### config.mk
export PLATFORM = sky130hd
export DESIGN_NAME = pc_next_unit
export DESIGN_NICKNAME = d
export VERILOG_FILES = /design/src/rtl/pc_next_unit.sv
export SDC_FILE = /design/constraint.sdc
export NUM_CORES = 1
export LEC_CHECK = 0
export CAP_MARGIN = 0
export CORE_ASPECT_RATIO = 1.4
export CORE_MARGIN = 4
export CORE_UTILIZATION = 49
export CTS_BUF_LIST = sky130_fd_sc_hd__clkbuf_4
export CTS_CLUSTER_DIAMETER = 80
export DETAILED_ROUTE_END_ITERATION = 16
export GPL_ROUTABILITY_DRIVEN = 0
export MAX_ROUTING_LAYER = met4
export PLACE_DENSITY = 0.93
export REMOVE_ABC_BUFFERS = 1
export SYNTH_ARGS = -nofsm -noshare
export SYNTH_HDL_FRONTEND = slang
export SYNTH_SLANG_ARGS = --single-unit
### constraint.sdc
create_clock -name clk -period 2.8 [get_ports clk]
set_clock_uncertainty 0.15 [all_clocks]
set_input_delay 0.56 -clock clk [delete_from_list [all_inputs] [get_ports clk]]
set_output_delay 0.56 -clock clk [all_outputs]
set_load 0.1 [all_outputs]
### src/rtl/pc_next_unit.sv
// Fetch-stage program counter: registered PC with prioritised exception/branch/jump
// redirects, stall hold and a one-entry pending-redirect buffer.
module pc_next_unit #(
  parameter int                ADDR_W    = 12,
  parameter int                STEP      = 1,
  parameter logic [ADDR_W-1:0] RESET_VEC = '0,
  parameter logic [ADDR_W-1:0] EXC_VEC   = ADDR_W'(12'h080)
) (
  input  logic              clk,
  input  logic              rst_n,
  input  logic              stall_i,
  input  logic              exc_i,
  input  logic              br_valid_i,
  input  logic [ADDR_W-1:0] br_addr_i,
  input  logic              jmp_valid_i,
  input  logic [ADDR_W-1:0] jmp_addr_i,
  output logic [ADDR_W-1:0] pc_o,
  output logic [ADDR_W-1:0] npc_o,
  output logic              pend_o,
  output logic              flush_o
);

  localparam logic [1:0] RANK_BR  = 2'd2;
  localparam logic [1:0] RANK_JMP = 2'd1;

  logic [ADDR_W-1:0] r_pc;
  logic              r_pend_vld;
  logic [1:0]        r_pend_rank;
  logic [ADDR_W-1:0] r_pend_addr;
  logic              r_flush;

  logic [ADDR_W-1:0] w_npc;
  logic              w_new_vld;
  logic [1:0]        w_new_rank;
  logic [ADDR_W-1:0] w_new_addr;
  logic              w_new_beats_pend;

  // Sequential address wraps silently at 2^ADDR_W.
  assign w_npc = r_pc + ADDR_W'(STEP);

  // A branch outranks a jump raised in the same cycle.
  always_comb begin
    w_new_vld  = br_valid_i | jmp_valid_i;
    w_new_rank = RANK_JMP;
    w_new_addr = jmp_addr_i;
    if (br_valid_i) begin
      w_new_rank = RANK_BR;
      w_new_addr = br_addr_i;
    end
  end

  // Ties go to the newer redirect, both when buffering and when releasing.
  assign w_new_beats_pend = w_new_vld && (!r_pend_vld || (w_new_rank >= r_pend_rank));

  always_ff @(posedge clk or negedge rst_n) begin
    if (!rst_n) begin
      r_pc        <= RESET_VEC;
      r_pend_vld  <= 1'b0;
      r_pend_rank <= 2'd0;
      r_pend_addr <= '0;
      r_flush     <= 1'b0;
    end else if (exc_i) begin
      r_pc       <= EXC_VEC;
      r_pend_vld <= 1'b0;
      r_flush    <= 1'b1;
    end else if (stall_i) begin
      r_flush <= 1'b0;
      if (w_new_beats_pend) begin
        r_pend_vld  <= 1'b1;
        r_pend_rank <= w_new_rank;
        r_pend_addr <= w_new_addr;
      end
    end else begin
      r_pend_vld <= 1'b0;
      if (w_new_beats_pend) begin
        r_pc    <= w_new_addr;
        r_flush <= 1'b1;
      end else if (r_pend_vld) begin
        r_pc    <= r_pend_addr;
        r_flush <= 1'b1;
      end else begin
        r_pc    <= w_npc;
        r_flush <= 1'b0;
      end
    end
  end

  assign pc_o    = r_pc;
  assign npc_o   = w_npc;
  assign pend_o  = r_pend_vld;
  assign flush_o = r_flush;

endmodule

After elaboration in Yosys (flattened, before gate mapping)
Cells that the tools add are included.
{"block": "totals", "reg_bits": 28, "latch_bits": 0, "mem_bits_rw": 0, "mem_bits_ro": 0, "inputBits": 30, "out_inout_bits": 26, "memories": 0}
{"block": "op_classes", "add_sub_neg": 1, "multipliers": 0, "div_mod_pow": 0, "magnitude_cmp": 1, "eq_ne": 2, "shift": 0, "n_mux": 13, "bitwise": 2, "n_reduce_logical": 4}
{"op": "$mux 12", "count": 5}
{"op": "$add 12x1->12 const B", "count": 1}
{"op": "$mux 1", "count": 7}
{"op": "$ne 3x1->1 const B", "count": 1}
{"op": "$reduce_and 3->1", "count": 1}
{"op": "$ge 2x2->1", "count": 1}
{"op": "$mux 2", "count": 1}
{"op": "$ne 2x1->1 const B", "count": 1}
{"op": "$logic_and 1x1->1", "count": 1}
{"op": "$logic_not 1->1", "count": 1}
{"op": "$logic_or 1x1->1", "count": 1}
{"op": "$not 1->1", "count": 1}
{"op": "$or 1x1->1", "count": 1}

Longest topological paths before layout
Gate-level depths: netlist (run 1).
{"block": "depth", "ltp_word": 7, "depth_mapped": 6, "mapped_depth_nobuf": 5}

Worst setup path before layout (run 1)
No wires, ideal clock.
{"block": "synth_timing", "path_kind": "register -> output", "start": "register r_pc[0] (netlist: pc_o[0])", "end": "output npc_o[4]", "t_arrival_ps": 3090, "required_ps": 2090, "path_slack_ps": -1000, "stages_incl_launch_ff": 4, "path_cell_list": "dfrtp_1 > ha_1 > nand3_1 > xnor2_1"}
{"block": "synth_via", "elab_chain_cells": 1}
{"item": "start, declared", "line": "26", "text": "logic [ADDR_W-1:0] r_pc;"}
{"item": "start signal, assigned", "line": "76", "text": "r_pc <= w_new_addr;"}
{"item": "start signal, assigned", "line": "79", "text": "r_pc <= r_pend_addr;"}
{"item": "start signal, assigned", "line": "82", "text": "r_pc <= w_npc;"}
{"item": "$add 12x1->12", "line": "39", "text": "assign w_npc = r_pc + ADDR_W'(STEP);"}
{"item": "end, declared", "line": "18", "text": "output logic [ADDR_W-1:0] npc_o,"}
Every way passes these cells.

Worst setup path after layout (run 1)
{"block": "layout_timing", "start": "register r_pc[4] (netlist: pc_o[4])", "end": "output npc_o[11]"}
Same word-level chain as after synthesis.

==> results of run 1 <==
-- cell type report --
class,instances,area share
Multi-Input combinational cell,139,0.425
Sequential cell,28,0.261
Clock buffer,3,0.00836
Tap cell,42,0.0195
Inverter,10,0.0139
Clock inverter,1,0.00139
Timing Repair Buffer,71,0.271
-- worst max path at each step --
stage                     slack [ns]         endpoint       start
after floorplan                -1.00         npc_o[4]     pc_o[0]
after global placement         -0.23   r_pend_addr[5]  br_valid_i
after detailed placement       -0.31  r_pend_addr[10]  br_valid_i
after CTS                      0.009        npc_o[11]     pc_o[3]
after global routing            0.01        npc_o[11]     pc_o[4]
final                           0.16        npc_o[11]     pc_o[4]
-- registers in the layout, summed over array words and instances, names as in the netlist --
register and flops:
r_pend_rank 2, pc_o 12, flush_o 1, pend_o 1, r_pend_addr 12
-- worst register-to-register path: cells and delay by family, from the launching register on --
family	cells	cell delay (ns)
fa+ha+maj	1	0.28
simple gates	1	0.16
buf+inv	1	0.14
flops	1	0.41
compound gates	3	1.02
-- kinds of logic after synthesis --
group,after synthesis,synth area share
adder cells (fa/ha/maj),3,0.0194
flip-flops,28,0.363
XOR/XNOR,8,0.0363
multiplexers,31,0.178
buffers and inverters,22,0.0499
AO/OA/AOI/OAI,45,0.187
AND/OR/NAND/NOR,52,0.167
-- metal layers --
layer	up-vias	track usage
met5	-	-
li1	847	-
met2	105	0.401
met1	897	0.263
met4	0	0.132
met3	11	0.0311
-- synth_stat cells, types with 2 or more instances --
library cell  instances
nand4_1               2
inv_1                 9
buf_4                 2
a2111oi_0             4
clkbuf_1              5
a22oi_1               2
a21oi_1               3
a221oi_1              2
ha_1                  3
or3_1                 2
o211ai_1              2
a21o_1                3
nor3b_1               2
a211oi_1              3
a41oi_1               3
nor2_1               11
mux2i_1               5
nand2b_1              2
a31oi_1               2
nor3_1                4
nand3_1               5
nand3b_1              2
nor4_1                2
nand2_1               6
nor2b_1               2
mux2_2               26
a22o_1                3
o21ai_0               5
o31ai_1               4
buf_2                 5
dfrtp_1              28
xnor2_1               7
-- power by group through the flow --
| stage | Sequential (mW) | Combinational (mW) | Clock, mW |
|---|---|---|---|
| after detailed placement | 0.525 | 0.652 | 0 |
| after floorplan | 0.633 | 0.312 | 0 |
| final | 0.519 | 0.654 | 0.177 |
| after global routing | 0.526 | 0.686 | 0.191 |
| after CTS | 0.516 | 0.654 | 0.180 |
| after global placement | 0.519 | 0.637 | 0 |
-- metrics by stage --
stage	util	setup WS, ns
final	0.720	0.161
after global routing	0.720	0.00962
after CTS	0.717	0.00912
after detailed placement	0.710	-0.306
after global placement	0.710	-0.227
after floorplan	-	-1.00
==> flow_summary_export.csv, run 1 <==
group,metric,value,unit
outcome,status,"finished clean",
layout,final_common_cell,"buf_4",
setup_path,r2r-end,"pc_o[6]",
setup_path,critPathCaptureType,"output pin",
yosys,synth_area_per_cell,10.2,µm²
hold_path,min_to,"r_pend_addr[11]",
layout,layout-drive-gt1-share,0.329,
clock_tree,clkLatencyLatePin,0.34,ns
setup_path,r2r-start,"r_pend_rank[0]",
power_and_ir_drop,ir_drop,0.000330,V
drt,wl_per_cell,18.5,µm
setup_path,critPathSlowestCell,"dfrtp_1",
yosys,synth-main-ff-cell,"dfrtp_1",
drt,via_count,1860,
timing,finalCriticalPeriod,2.64,ns
timing,max_freq,379,MHz
setup_path,rr_worst_depth,6,
layout,multi_input_area,1140,µm²
yosys,yosys.area.top_type_share,0.363,
floorplan,rows,26,
layout,area_growth,39.5,%
clock_tree,post_cts_buffers,0,
timing,setup_viol,0,
global_route,grt_pass1_wl,8770,µm
setup_path,max_stage_delay,0.54,ns
clock_tree,cts_tree,"done",
drt,top_layer,"met4",
hold_path,hold_class,"flop to flop",
drt,vias_per_cell,6.33,
drt,drt_pass1_iterations,4,
place,dp_hpwl,4050,µm
power_and_ir_drop,internal-power,0.763,mW
yosys,netlist_area,1930,µm²
yosys,synth_area_leaders,"dfrtp_1, mux2_2, xnor2_1, mux2i_1, nor2_1",
setup_path,required,2.09,ns
power_and_ir_drop,power_frac_comb,0.484,
drt,dr_wl_met3,403,µm
job,maxCapViolations,0,
drt,drc,0,
clock_tree,cts_resized,0,
clock_tree,numCtsBuffers,3,
timing,grt_setup_unrepaired,"false",
yosys,syn_inst,189,
drt,ant_nets,0,
setup_path,cp_num_cells,5,
timing,max_slew.worst_pin.slew,0.700,ns
clock_tree,cts_buffer_depth,2,
floorplan,die_area,5020,µm²
timing,hold_viol,0,
yosys,synth-seq-area-share,0.363,
yosys,yosysWarnings,0,
clock_tree,numClockSinks,28,
power_and_ir_drop,power_frac_clock,0.131,
timing,relSlewSlack,0.532,
yosys,synth_area_leader_cell,"dfrtp_1",
layout,final-seq-area,702,µm²
yosys,synth_edf_count,0,
clock_tree,ctsHoldBuffers,0,
drt,met1_length,1990,µm
timing,timing.hold.ws,0.374,ns
power_and_ir_drop,power.share.sequential,0.384,
floorplan,io_pins,56,
power_and_ir_drop,leakagePower,1.11,nW
clock_tree,htreeDepth,1,
power_and_ir_drop,power,1.35,mW
setup_path,path_delay_family,"simple AND/OR/NAND/NOR gates",
setup_path,cp.buffers_inverters,1,
floorplan,placeableCoreArea,3740,µm²
drt,routed_wl,5450,µm
layout,final_cell_mix,"buf_4, clkdlybuf4s50_1, dfrtp_1",
setup_path,cp_max_fo,7,
floorplan,initial_core_util,0.516,
hold_path,holdPathStages,1,
floorplan,die_x,61.1,µm
yosys,async_reset_ff_frac,1.00,
layout,fin_nets,286,
layout,n_fill_cell,252,
hold_path,hp-start,"r_pend_addr[11]",
setup_path,critPathLaunchType,"flop",
layout,instances_no_fill,294,
yosys,synth.distinct_cells,55,
power_and_ir_drop,cellPowerDensity,501,nW/µm²
drt,wl_met2,2920,µm
floorplan,die_h,82.3,µm
clock_tree,clkTransAtPathRegs,0.16,ns
timing,drv_slew,0,
setup_path,worst_ep_arrival_time,1.93,ns
setup_path,path_cells,"nand4_4 > nor3_2 > and2_1 > xnor2_1 > buf_12",
clock_tree,root_buffer,"clkbuf_4",
place,placed_cells,290,
global_route,grt_start_max_net_pins,29,
layout,antenna_cells,0,
place,dpl-instance-area,2660,µm²
layout,stdcell_area,2690,µm²
power_and_ir_drop,p_sw,0.587,mW
global_route,overflow,0,
global_route,antenna_found_initial,0,
timing,post-route-period-util,0.942,
setup_path,crit_type,"flop to output pin",
timing,tns,0,ns
drt,drt_iter0_drc,169,
setup_path,reg2reg_slack,0.56,ns
global_route,grt_pass1_vias,1925,
yosys,synth-seq-cells,28,
global_route,grtUsageTotal,0.238,
power_and_ir_drop,p_sw_frac,0.435,
place,numPortBuffers,55,
Note: power is estimated with default switching activity, not from simulation.
==> inputs of run 2 (changes only) <==
CORE_UTILIZATION = 45   (was 49)
PLACE_DENSITY = 0.87   (was 0.93)
==> run 2 against run 1 <==
  * Via count shrank 1.2%
  * Global-route usage shrank 3.1 points
  * Register-to-register slack gained 0.19 ns
  * First-iteration DRC count shrank 34%
  * Largest cell class unchanged
  * Cell count grew 0.34%
  * Critical path depth is the same
  * Flip-flop and latch count is the same
  * Cell area shrank 0.37%
  * Power shrank 0.80%
  * Non-clock buffer count is the same
  * Hold slack gained 0.0026 ns
==> flow_summary_export.csv, run 2 (same netlist as run 1, synthesis figures left out) <==
group,metric,value,unit
outcome,status,"finished clean",
timing,max_slew.worst_pin.slew,0.571,ns
clock_tree,root_buffer,"clkbuf_4",
global_route,antenna_found_initial,0,
place,dp_hpwl,4040,µm
timing,max_freq,371,MHz
clock_tree,htreeDepth,1,
setup_path,critPathLaunchType,"flop",
clock_tree,clkLatencyLatePin,0.33,ns
timing,finalCriticalPeriod,2.69,ns
drt,drc,0,
drt,ant_nets,0,
timing,post-route-period-util,0.962,
power_and_ir_drop,leakagePower,1.11,nW
place,numPortBuffers,55,
timing,setup_viol,0,
layout,postLayoutCoreUtil,0.662,
setup_path,reg2reg_slack,0.75,ns
setup_path,path_delay_family,"simple AND/OR/NAND/NOR gates",
floorplan,die_x,63.4,µm
global_route,grt_pass1_wl,8820,µm
drt,routed_wl,5270,µm
setup_path,critPathCaptureType,"output pin",
layout,antenna_cells,0,
layout,final_cell_mix,"buf_4, clkdlybuf4s50_1, dfrtp_1",
setup_path,max_stage_delay,0.44,ns
layout,layout-drive-gt1-share,0.325,
floorplan,placeableCoreArea,4050,µm²
setup_path,cp_max_fo,5,
clock_tree,clkTransAtPathRegs,0.17,ns
drt,drt_iter0_drc,111,
setup_path,path_cells,"ha_1 > nand2_1 > o31a_1 > or2_2 > buf_12",
clock_tree,cts_buffer_depth,2,
floorplan,die_h,85.5,µm
clock_tree,ctsHoldBuffers,0,
timing,grt_setup_unrepaired,"false",
drt,wl_per_cell,17.9,µm
floorplan,initial_core_util,0.476,
timing,setup_ws,0.107,ns
setup_path,required,2.09,ns
power_and_ir_drop,power,1.34,mW
floorplan,rows,27,
drt,vias_per_cell,6.23,
power_and_ir_drop,cellPowerDensity,499,nW/µm²
drt,drt_pass1_iterations,5,
global_route,grt_start_max_net_pins,29,
setup_path,worst_ep_arrival_time,1.98,ns
clock_tree,numCtsBuffers,3,
layout,final_common_cell,"buf_4",
hold_path,hold_class,"flop to flop",
timing,hold_viol,0,
power_and_ir_drop,ir_drop,0.000294,V
global_route,overflow,0,
timing,relSlewSlack,0.618,
clock_tree,cts_tree,"done",
clock_tree,numClockSinks,28,
setup_path,crit_type,"flop to output pin",
job,maxCapViolations,0,
layout,area_growth,39.0,%
timing,drv_slew,0,
setup_path,critPathSlowestCell,"dfrtp_1",
setup_path,cp.buffers_inverters,1,
global_route,grtUsageTotal,0.207,
global_route,grt_pass1_vias,1900,
place,post-place-ws,0.0369,ns
layout,instances_no_fill,295,
floorplan,io_pins,56,
floorplan,die_area,5420,µm²
drt,via_count,1838,
place,placed_cells,291,
layout,fin_nets,286,
-- run 2: per-stage QoR --
| step | hold slack, ns | TNS [ns] | instance area [µm²] |
|---|---|---|---|
| final | 0.377 | 0 | 2680 |
| after floorplan | 0.114 | -9.52 | 1870 |
| after CTS | 0.377 | 0 | 2680 |
| after global routing | 0.402 | 0 | 2680 |
| after detailed placement | 0.344 | 0 | 2660 |
| after global placement | 0.336 | 0 | 2660 |
-- run 2: power by group --
part | internal (mW) | switching [mW] | leakage, nW
logic | 0.238 | 0.409 | 0.756
registers | 0.467 | 0.0467 | 0.342
clock network | 0.0522 | 0.125 | 0.0154
total | 0.757 | 0.581 | 1.11
-- run 2: final cells by class --
type / count / area (µm²)
timing repair buffer: 71 / 731
clock buffer: 3 / 22.5
fill: 319 / 1370
inverter: 10 / 37.5
sequential: 28 / 702
multi-input combinational: 139 / 1130
clock inverter: 1 / 3.75
tap: 43 / 53.8
-- run 2: path summary, 6_finish.rpt --
check / start / endpoint / cells after the start
worst max-delay path: pc_o[1] / npc_o[10] / 5
worst min-delay path: r_pend_addr[0] / r_pend_addr[0] / 1
worst max register to register: r_pend_rank[0] / pc_o[6] / 5
worst min register to register: r_pend_addr[0] / r_pend_addr[0] / 1
max in group asynchronous: rst_n / pc_o[0] / 2
min in group asynchronous: rst_n / pc_o[2] / 2
-- run 2: per-layer routing --
| layer | vias up | global-route usage | share of wire |
|---|---|---|---|
| li1 | 843 | - | - |
| met5 | - | - | 0 |
| met4 | 0 | 0.124 | 0.033 |
| met3 | 17 | 0.0183 | 0.065 |
| met2 | 97 | 0.340 | 0.54 |
| met1 | 881 | 0.244 | 0.36 |
-- run 2: timing repair --
action                     4_1_cts  5_1_grt
buffers inserted                 0        0
gates resized for setup          0        1
setup endpoints to repair        0        1
==> inputs of run 3 (changes only) <==
SETUP_SLACK_MARGIN = 0.3   (was default)
SLEW_MARGIN = 20   (was default)
TNS_END_PERCENT = 10   (was default)
==> run 3 against run 2 <==
  * Power increased by 2.3%
  * Worst setup slack gained 0.11 ns
  * Sequential power hardly changed
  * Via count increased by 6.6%
  * Critical path type unchanged
  * Largest power group unchanged
  * Highest routed layer unchanged
==> flow_summary_export.csv, run 3 (same netlist as run 1, synthesis figures left out) <==
group,metric,value,unit
power_and_ir_drop,ir_drop,0.000302,V
clock_tree,clkLatencyLatePin,0.33,ns
layout,final-seq-area,711,µm²
setup_path,path_delay_family,"simple AND/OR/NAND/NOR gates",
clock_tree,htreeDepth,1,
layout,multi_input_area,1190,µm²
place,post-place-ws,0.0369,ns
clock_tree,numClockSinks,28,
power_and_ir_drop,power_frac_clock,0.129,
setup_path,required,2.09,ns
floorplan,die_h,85.5,µm
setup_path,path_cells,"nand4_4 > buf_4 > nor4_2 > or2_4 > buf_12",
timing,max_freq,387,MHz
layout,instances_no_fill,305,
outcome,status,"finished clean",
setup_path,critPathCaptureType,"output pin",
place,placed_cells,291,
power_and_ir_drop,power.share.sequential,0.378,
clock_tree,cts_tree,"done",
place,numPortBuffers,55,
setup_path,critPathLaunchType,"flop",
setup_path,critPathSlowestCell,"dfrtp_2",
power_and_ir_drop,p_sw_frac,0.434,
timing,finalCriticalPeriod,2.58,ns
layout,final_common_cell,"buf_4",
clock_tree,root_buffer,"clkbuf_4",
layout,n_fill_cell,290,
setup_path,r2r-start,"r_pend_rank[0]",
setup_path,crit_path_end,"npc_o[10]",
timing,post-route-period-util,0.923,
global_route,grt_start_max_net_pins,29,
clock_tree,clkTransAtPathRegs,0.17,ns
setup_path,max_stage_delay,0.46,ns
drt,via_count,1960,
timing,timing.hold.ws,0.376,ns
timing,grt_setup_unrepaired,"true",
global_route,overflow,0,
power_and_ir_drop,p_sw,0.594,mW
layout,final_cell_mix,"buf_4, clkdlybuf4s50_1, mux2_2",
drt,ant_nets,0,
layout,stdcell_area,2830,µm²
job,maxCapViolations,0,
drt,drt_iter0_drc,165,
global_route,grt_pass1_wl,9090,µm
power_and_ir_drop,cellPowerDensity,484,nW/µm²
floorplan,rows,27,
drt,routed_wl,5850,µm
timing,hold_viol,0,
place,dpl-instance-area,2660,µm²
timing,max_slew.worst_pin.slew,0.556,ns
floorplan,placeableCoreArea,4050,µm²
floorplan,initial_core_util,0.476,
power_and_ir_drop,internal-power,0.776,mW
layout,layout-drive-gt1-share,0.401,
setup_path,cp.buffers_inverters,2,
hold_path,hold_class,"flop to flop",
layout,antenna_cells,0,
hold_path,hp-start,"r_pend_addr[0]",
layout,area_growth,46.5,%
drt,wl_per_cell,19.2,µm
setup_path,r2r-end,"pc_o[6]",
setup_path,cp_max_fo,6,
timing,tns,0,ns
power_and_ir_drop,power_frac_comb,0.494,
clock_tree,cts_buffer_depth,2,
global_route,antenna_found_initial,0,
drt,drc,0,
drt,vias_per_cell,6.43,
place,dp_hpwl,4040,µm
timing,relSlewSlack,0.628,
global_route,grtUsageTotal,0.213,
layout,postLayoutCoreUtil,0.698,
setup_path,reg2reg_slack,0.73,ns
setup_path,cp_num_cells,5,
setup_path,rr_worst_depth,5,
power_and_ir_drop,power,1.37,mW
floorplan,io_pins,56,
timing,setup_viol,0,
setup_path,crit_type,"flop to output pin",
global_route,grt_pass1_vias,1930,
clock_tree,numCtsBuffers,3,
clock_tree,ctsHoldBuffers,0,
timing,setup_ws,0.217,ns
drt,drt_pass1_iterations,5,
floorplan,die_x,63.4,µm
timing,drv_slew,0,
setup_path,worst_ep_arrival_time,1.87,ns
power_and_ir_drop,leakagePower,1.18,nW
floorplan,die_area,5420,µm²
setup_path,startpoint,"pc_o[3]",
layout,fin_nets,296,
run 3: timing repair:
item	4_1_cts	5_1_grt
setup buffers	3	7
gates resized for setup	9	11
pin swaps	1	3
setup endpoints to repair	6	4
endpoints found under the hold margin	0	0
run 3: per-layer routing:
layer,GRT usage,wire length (µm),vias to the layer above
met3,0.0183,403,20
met1,0.255,2180,956
li1,-,-,860
met4,0.122,147,0
met2,0.349,3130,124
met5,-,0,-
run 3: power by group through the flow:
stage	Clock [mW]	Combinational, mW	Sequential [mW]
after global routing	0.191	0.710	0.524
after CTS	0.179	0.657	0.515
after detailed placement	0	0.645	0.521
after floorplan	0	0.312	0.633
final	0.176	0.676	0.517
after global placement	0	0.633	0.519
run 3: area by class of cell:
type,count,area share
well taps,43,0.0190
repair buffers,81,0.288
flip-flops and latches,28,0.251
multi-input cells,139,0.419
inverters,10,0.0133
clock inverters,1,0.00133
clock buffers,3,0.00796
run 3: worst min path at each step:
stage | endpoint | slack, ns | cells past startpoint
floorplan | flush_o | 0.11 | 0
global placement | r_pend_addr[1] | 0.34 | 1
detailed placement | r_pend_addr[9] | 0.34 | 1
CTS | r_pend_addr[9] | 0.38 | 1
global route | r_pend_addr[6] | 0.40 | 1
finish | r_pend_addr[0] | 0.38 | 1
